`src/rtl/pipeline_hazard_controller.sv`:
```
// pipeline_hazard_controller: stall/flush sequencer for the 5-stage pipeline; optional perf counters under HAZARD_PERF_CNT_EN
module pipeline_hazard_controller #(
  parameter int MEM_TIMEOUT = 16
) (
  input  logic        clk,
  input  logic        rst,
  input  logic [4:0]  Rs1D,
  input  logic [4:0]  Rs2D,
  input  logic [4:0]  RdE,
  input  logic        RegWriteE,
  input  logic [1:0]  ResultSrcE,
  input  logic        mispredict_E,
  input  logic        mem_req_M,
  input  logic        mem_ready,
  input  logic        halt_req,
  output logic        en_F,
  output logic        en_D,
  output logic        en_E,
  output logic        en_M,
  output logic        en_W,
  output logic        flush_D,
  output logic        flush_E,
  output logic        halted,
  output logic        mem_timeout,
  output logic [31:0] stall_cycles,
  output logic [31:0] flush_events
);
  localparam int WW = $clog2(MEM_TIMEOUT);
  localparam logic [WW-1:0] WAIT_LAST = WW'(MEM_TIMEOUT - 1);
  typedef enum logic [1:0] {RUN, DRAIN, HALTED, ERROR} state_t;
  state_t state_q, state_d;
  logic [WW-1:0] wait_q, wait_d;
  logic [1:0] drain_q, drain_d;
  logic [4:0] en;
  logic [1:0] fl;
  logic freeze, load_use, active, adv;
  assign freeze = mem_req_M & ~mem_ready;
  assign load_use = RegWriteE & (ResultSrcE == 2'b01) & (RdE != 5'd0) & ((RdE == Rs1D) | (RdE == Rs2D));
  assign active = (state_q == RUN) | (state_q == DRAIN);
  assign {en_F, en_D, en_E, en_M, en_W} = en;
  assign {flush_D, flush_E} = fl;
  assign halted = state_q == HALTED;
  assign mem_timeout = state_q == ERROR;
  // hazard priority resolution, drain sequencing and memory-wait watchdog
  always_comb begin
    en = 5'b0;
    fl = 2'b0;
    adv = 1'b0;
    state_d = state_q;
    wait_d = '0;
    drain_d = drain_q;
    if (active) begin
      if (freeze) begin
        wait_d = wait_q + 1'b1;
        state_d = (wait_q == WAIT_LAST) ? ERROR : state_q;
      end else if (mispredict_E) begin
        en = 5'b11111;
        fl = 2'b11;
        adv = 1'b1;
      end else if (load_use) begin
        en = 5'b00111;
        fl = 2'b01;
      end else begin
        en = {state_q == RUN, 4'b1111};
        fl = {state_q == DRAIN, 1'b0};
        adv = 1'b1;
      end
      if (state_q == RUN && halt_req && !freeze) begin
        state_d = DRAIN;
        drain_d = 2'd0;
      end
      if (state_q == DRAIN && adv) begin
        drain_d = drain_q + 2'd1;
        state_d = (drain_q == 2'd3) ? HALTED : state_q;
      end
    end else if (state_q == HALTED) begin
      en = 5'b00111;
      state_d = halt_req ? HALTED : RUN;
    end
    if (!rst) begin
      en = 5'b0;
      fl = 2'b0;
    end
  end
  // sequencer state registers
  always_ff @(posedge clk or negedge rst) begin
    if (!rst) begin
      state_q <= RUN;
      wait_q <= '0;
      drain_q <= 2'd0;
    end else begin
      state_q <= state_d;
      wait_q <= wait_d;
      drain_q <= drain_d;
    end
  end
`ifdef HAZARD_PERF_CNT_EN
  logic [31:0] stall_cycles_q, stall_cycles_d, flush_events_q, flush_events_d;
  assign stall_cycles = stall_cycles_q;
  assign flush_events = flush_events_q;
  // stalls are active cycles with F/D held; flush events are applied mispredicts
  always_comb begin
    stall_cycles_d = stall_cycles_q + {31'd0, active & ~en[3]};
    flush_events_d = flush_events_q + {31'd0, active & ~freeze & mispredict_E};
  end
  // performance counter registers, wrapping at 2^32
  always_ff @(posedge clk or negedge rst) begin
    if (!rst) begin
      stall_cycles_q <= 32'd0;
      flush_events_q <= 32'd0;
    end else begin
      stall_cycles_q <= stall_cycles_d;
      flush_events_q <= flush_events_d;
    end
  end
`else
  assign stall_cycles = 32'd0;
  assign flush_events = 32'd0;
`endif
endmodule

```
`config.mk`:
```
export PLATFORM = sky130hd
export DESIGN_NAME = pipeline_hazard_controller
export DESIGN_NICKNAME = d
export VERILOG_FILES = /design/src/rtl/pipeline_hazard_controller.sv
export SDC_FILE = /design/constraint.sdc
export NUM_CORES = 1
export LEC_CHECK = 0
export ABC_AREA = 1
export CORE_ASPECT_RATIO = 1.75
export CORE_MARGIN = 2
export CORE_UTILIZATION = 30
export CTS_CLUSTER_SIZE = 16
export DETAILED_ROUTE_END_ITERATION = 10
export HOLD_SLACK_MARGIN = 0.03
export PLACE_DENSITY_LB_ADDON = 0.1
export REMOVE_ABC_BUFFERS = 1
export SLEW_MARGIN = 20
export SYNTH_ARGS = -nofsm -noshare
export SYNTH_HDL_FRONTEND = slang
export SYNTH_SLANG_ARGS = --single-unit
```
`constraint.sdc`:
```
create_clock -name clk -period 1.35 [get_ports clk]
set_input_delay 0.135 -clock clk [delete_from_list [all_inputs] [get_ports clk]]
set_output_delay 0.135 -clock clk [all_outputs]
set_load 0.01 [all_outputs]
```
==> flow_summary.toml, run 1 <==
[final_layout]
instances_no_fill = 290
final_nets = 270
fillers = 449
final_cell_mix = "conb_1 (64), nand2_1 (26), buf_4 (18), inv_1 (13), inv_2 (12)"
antenna_cells = 0
multiInputGateArea_um2 = 821
drive_gt1_share_pct = 38.8
fin_util_pct = 43.3
ff_latch_area_um2 = 200
area_growth_syn_to_layout_pct = 37.3
layout_commonest_cell = "conb_1"

[sta]
setup-violations-final = 0
finalHoldViolCount = 0
setup_ws_ps = 27.2
fin_crit_ps = 1320
skew_ps = 7.03
slew_viol_final = 0
whs_ps = 319
fmax_ghz = 0.756
rsz0062_at_grt = "yes"
min_period_over_period_pct = 98.0

[critical_path]
cpPeakStageDelay_ps = 390
critPathMaxFanout = 5
crit_chain = "buf_6 -> nor2_2 -> nor2_1 -> nor2_4 -> buf_6"
cpMostUsedCell = "buf_6"
worstPathRequired_ps = 1220
crit_type = "flop to output pin"
endpoint_kind = "output pin"
crit_slowest_cell = "dfrtp_1"
arrival_ps = 1190
cp-start-kind = "flop"

[yosys]
muxShareOfSynthArea_pct = 0
synth_compound_area_share_pct = 3.45
synth-simple-area-share_pct = 27.5
synth_top_family_by_area = "buffers and inverters"
syn_avg_cell_area_um2 = 6.59
synthAdderAreaFrac_pct = 2.03
netlist_area_um2 = 1230
synth-xor-area-share_pct = 1.42
yosys_warnings = 0
ys_types = 21
synth_seq_cells = 8
netlist_instances = 187
yosysSeqAreaShare_pct = 16.2

[clock_network]
cts_sinks = 8
clk_pin_slew_ps = 50
clockBufferDepth = 2
cts_buffers = 3
cts_max_level = 1
cts_tree = "built"
clock_latency_ps = 230
clockRootBuffer = "clkbuf_8"

[global_route]
grt_max_degree = 8
grt_pass1_wl_um = 3840
grt_pass1_vias = 948
grt_usage_pct = 10.7
antenna_found_initial = 0
overflow = 0

[placed_design]
gp_congestion = 0.731
pre_cts_slack_ps = -913
hpwlAfterDp_um = 2190
dp_cells = 282
io_buffers = 32

[status]
status = "finished clean"

[floorplanning]
die_x_um = 52.5
core-area_um2 = 3900
row_count = 30
pin_count = 97
die_height_um = 88.8
initial_core_util_pct = 31.6
die-area_um2 = 4660

[route]
drt_wl_total_um = 2680
vias = 1089
drtIter0Drc = 11
post_drt_wl_per_cell_um = 9.25
ant_nets = 0
drt-pass1-iter-count = 4
viasPerCell = 3.76
drc = 0

[power]
peakVddDrop_uv = 697
p_leak_nw = 0.993
finalPower_mw = 1.87
power_density_nw_per_um2 = 1100

[run]
cap_violations = 0

[hold_path]
hold_path.class = "primary input to flop"
-- Yosys cell counts (all sizes together) --
cell / instances / share of area, %
ha: 2 / 2.0
nor2: 22 / 6.9
nand4: 1 / 0.51
o21ai: 4 / 1.6
nor4: 1 / 0.51
a31oi: 2 / 1.0
clkinv: 1 / 0.30
nand3: 15 / 9.1
nor3: 2 / 0.81
inv: 26 / 7.9
conb: 1 / 0.30
nand2: 31 / 9.6
dfrtp: 8 / 16
buf: 67 / 41
xnor2: 2 / 1.4
a21oi: 2 / 0.81
-- routing by layer --
layer | part of all wire, % | up-vias | wire length, µm | GRT usage, %
li1 | - | 550 | - | -
met1 | 32 | 493 | 862 | 11.0
met2 | 59 | 46 | 1580 | 21.5
met3 | 8.8 | 0 | 236 | 2.03
met4 | 0 | 0 | 0 | 2.10
met5 | 0 | - | 0 | 0
-- power by group --
group	switching, mW	total, mW	leakage (nW)	internal [mW]
clock	0.108	0.302	0.0216	0.195
combinational	0.661	1.22	0.866	0.564
sequential	0.0373	0.340	0.106	0.303
total	0.806	1.87	0.993	1.06
-- worst max-delay path, delay by kind of cell (launching register included) --
kind / cells / cell delay, ps
flip-flops: 1 / 390
AND/OR/NAND/NOR: 3 / 330
buffers and inverters: 2 / 240
-- sequential cells by signal, summed over array words and instances, names as in the netlist --
register / flops
drain_q: 2
state_q: 2
wait_q: 4
-- cells by family (layout without fill, tap and decap cells) --
group	after synthesis	count (layout)
compound gates	8	8
simple gates	72	72
fa+ha+maj	2	2
flops	8	8
xor+xnor	2	2
buf+inv	94	86
other cells	1	64
-- area by class of cell --
| type | count | area share (%) |
|---|---|---|
| clock buffers | 3 | 2.44 |
| inverters | 27 | 6.29 |
| repair buffers | 56 | 27.4 |
| multi-input cells | 148 | 48.5 |
| flip-flops and latches | 8 | 11.8 |
| well taps | 48 | 3.55 |
-- metrics by stage --
step / setup TNS [ps] / cell area (µm²)
6_report: 0 / 1690
5_1_grt: -154 / 1690
4_1_cts: -165 / 1550
3_5_place_dp: -6540 / 1490
3_3_place_gp: -6670 / 1490
2_1_floorplan: -440 / 966
-- worst paths after layout --
check                      cells after the start                endpoint  slack, ps              startpoint
max                                            5                    en_F         30  state_q[0]$_DFFE_PN0P_
min                                            5     wait_q[1]$_DFF_PN0_        320               mem_ready
max reg2reg                                    7  state_q[0]$_DFFE_PN0P_        100     wait_q[0]$_DFF_PN0_
min reg2reg                                    1  drain_q[0]$_DFFE_PN0P_        480  drain_q[0]$_DFFE_PN0P_
max in group asynchronous                      3  state_q[0]$_DFFE_PN0P_        810                     rst
min in group asynchronous                      3     wait_q[1]$_DFF_PN0_        410                     rst
-- repair_timing --
| item | 4_1_cts | 5_1_grt |
|---|---|---|
| endpoints found under the hold margin | 0 | 8 |
| resized for setup | 98 | 60 |
| endpoints found under the setup margin | 13 | 10 |
| setup buffers | 2 | 1 |
| hold buffers | 0 | 2 |
| pin swaps | 27 | 28 |
Note: power is estimated with default switching activity, not from simulation.
==> run 2, diff against run 1 <==
--- a/config.mk
+++ b/config.mk
@@ -8,8 +8,8 @@
 export ABC_AREA = 1
 export CORE_ASPECT_RATIO = 1.75
 export CORE_MARGIN = 2
-export CORE_UTILIZATION = 30
-export CTS_CLUSTER_SIZE = 16
+export CORE_UTILIZATION = 36
+export CTS_CLUSTER_SIZE = 8
 export DETAILED_ROUTE_END_ITERATION = 10
 export HOLD_SLACK_MARGIN = 0.03
 export PLACE_DENSITY_LB_ADDON = 0.1
==> constraint.sdc (replaced) <==
create_clock -name clk -period 1.6 [get_ports clk]
set_input_delay 0.16 -clock clk [delete_from_list [all_inputs] [get_ports clk]]
set_output_delay 0.16 -clock clk [all_outputs]
set_load 0.01 [all_outputs]
==> flow_summary.toml, run 2 (synthesis results as in run 1) <==
[final_layout]
regMostFlops = "wait_q"
area_growth_syn_to_layout_pct = 23.5
instances_no_fill = 280
largest_reg_flops = 4
final_nets = 263
fillers = 377
final_cell_mix = "conb_1 (64), nand2_1 (29), inv_1 (21), buf_4 (17), nor2_1 (15)"
antenna_cells = 0
largest_registers = "wait_q: 4 flops, drain_q: 2 flops, state_q: 2 flops"
drive_gt1_share_pct = 21.3
fin_util_pct = 45.7
layout_commonest_cell = "conb_1"

[critical_path]
cpPeakStageDelay_ps = 450
crit_chain = "clkdlybuf4s50_1 -> inv_1 -> nor2_1 -> inv_1 -> nor2_2 -> nor3_2 -> dlygate4sd2_1"
cp_top_family = "buffers and inverters"
r2r_setup_slack_ps = 120
critPathBufInv = 4
cpMostUsedCell = "inv_1"
endpoint_kind = "output pin"
rr_endpoint = "state_q[0]$_DFFE_PN0P_"
reg2regPathDepth = 9
critPathMaxFanout = 3
arrival_ps = 1340
worstPathRequired_ps = 1440
crit_slowest_cell = "clkdlybuf4s50_1"
r2r-start = "state_q[1]$_DFFE_PN0P_"
crit_type = "primary input to output pin"
cp-start-kind = "primary input"

[sta]
fin_crit_ps = 1500
setup-violations-final = 0
rsz0062_at_grt = "yes"
setup_ws_ps = 104
slew_viol_final = 0
whs_ps = 256
finalHoldViolCount = 0
min_period_over_period_pct = 93.5
skew_ps = 2.57
fmax_ghz = 0.669

[clock_network]
cts_hold_buffers = 0
cts_buffers = 3
clock_latency_ps = 230
clk_pin_slew_ps = 40
cts_sinks = 8
cts_max_level = 1
clockBufferDepth = 2
cts_tree = "built"
clockRootBuffer = "clkbuf_8"

[global_route]
overflow = 0
grt_pass1_wl_um = 3590
antenna_found_initial = 0
grt_usage_pct = 12.6
grt_max_degree = 7
grt_pass1_vias = 940

[floorplanning]
die_x_um = 48.2
die_height_um = 81.4
pin_count = 97
core-area_um2 = 3330
row_count = 28
die-area_um2 = 3930
initial_core_util_pct = 37.0

[status]
status = "finished clean"

[power]
power_density_nw_per_um2 = 917
p_leak_nw = 0.973
peakVddDrop_uv = 800

[route]
drt_wl_total_um = 2610
viasPerCell = 3.74
drc = 0
drt-pass1-iter-count = 4
vias = 1046
ant_nets = 0
drtIter0Drc = 2
post_drt_wl_per_cell_um = 9.33

[placed_design]
pre_cts_slack_ps = -738
io_buffers = 32
dp_cells = 276
gp_congestion = 0.775
hpwlAfterDp_um = 2260

[hold_path]
hold_path.class = "primary input to async pin"

[run]
cap_violations = 0
run 2: cell count changes in the layout (fill, tap and decap cells not counted), sizes merged:
cell           previous run  this run
inv                      27        26
clkdlybuf4s50             1         6
dlygate4sd3               2         0
dlygate4sd2               2        10
clkbuf                   10         7
clkdlybuf4s15             4         2
dlymetal6s2s              3         6
buf                      37        21
clkinv                    0         1
run 2: what timing repair did:
| action | 4_1_cts | 5_1_grt |
|---|---|---|
| buffers inserted | 1 | 0 |
| pin swaps | 10 | 10 |
| setup endpoints to repair | 10 | 11 |
| cloned | 0 | 0 |
| resized for setup | 41 | 21 |
run 2: layout make-up:
class | instances | area (µm²) | area share (%)
repair buffers | 49 | 410 | 27.0
well taps | 45 | 56.3 | 3.70
clock buffers | 3 | 41.3 | 2.71
flip-flops and latches | 8 | 200 | 13.2
inverters | 27 | 101 | 6.66
multi-input cells | 148 | 712 | 46.8
run 2: worst max-delay path by stage:
| stage | from | end | slack (ps) | depth (start not counted) |
|---|---|---|---|---|
| 2_1_floorplan | state_q[1]$_DFFE_PN0P_ | en_E | 80 | 3 |
| 3_3_place_gp | RdE[0] | en_F | -720 | 11 |
| 3_5_place_dp | RdE[0] | en_F | -740 | 11 |
| 4_1_cts | RdE[0] | flush_D | 6 | 13 |
| 5_1_grt | Rs2D[0] | en_F | -10 | 13 |
| 6_report | mem_req_M | en_E | 100 | 7 |
run 2: per-layer routing:
metal | wire length (µm) | global-route usage, % | up-vias
met5 | 0 | 0 | -
li1 | - | - | 535
met1 | 749 | 10.1 | 473
met2 | 1630 | 25.3 | 36
met4 | 20 | 5.68 | 0
met3 | 210 | 2.67 | 2
run 2: worst register-to-register path, cell delays in order (launching register included):
cell	delay, ps
dfrtp_1	400
buf_4	150
buf_4	130
nor2_2	110
buf_4	140
nand4_1	140
nand2_1	90
clkinv_1	70
nand3_1	70
nand2_1	60
run 2: metrics by stage:
step	setup TNS (ps)	instance area, µm²	total power [mW]
floorplan	0	966	0.743
global placement	-4210	1460	1.15
detailed placement	-4340	1460	1.16
CTS	0	1500	1.40
global route	-19.1	1520	1.54
finish	0	1520	1.40
run 2: where the power goes:
| part | total, mW | internal, mW | switching, mW |
|---|---|---|---|
| registers | 0.289 | 0.256 | 0.0331 |
| logic | 0.869 | 0.397 | 0.472 |
| clock network | 0.238 | 0.163 | 0.0752 |
==> run 3, diff against run 2 <==
--- a/config.mk
+++ b/config.mk
@@ -9,6 +9,7 @@
 export CORE_ASPECT_RATIO = 1.75
 export CORE_MARGIN = 2
 export CORE_UTILIZATION = 36
+export CTS_CLUSTER_DIAMETER = 120
 export CTS_CLUSTER_SIZE = 8
 export DETAILED_ROUTE_END_ITERATION = 10
 export HOLD_SLACK_MARGIN = 0.03
==> results of run 3 <==
Same layout as run 2: the final DEF is identical, and so are final timing and power.
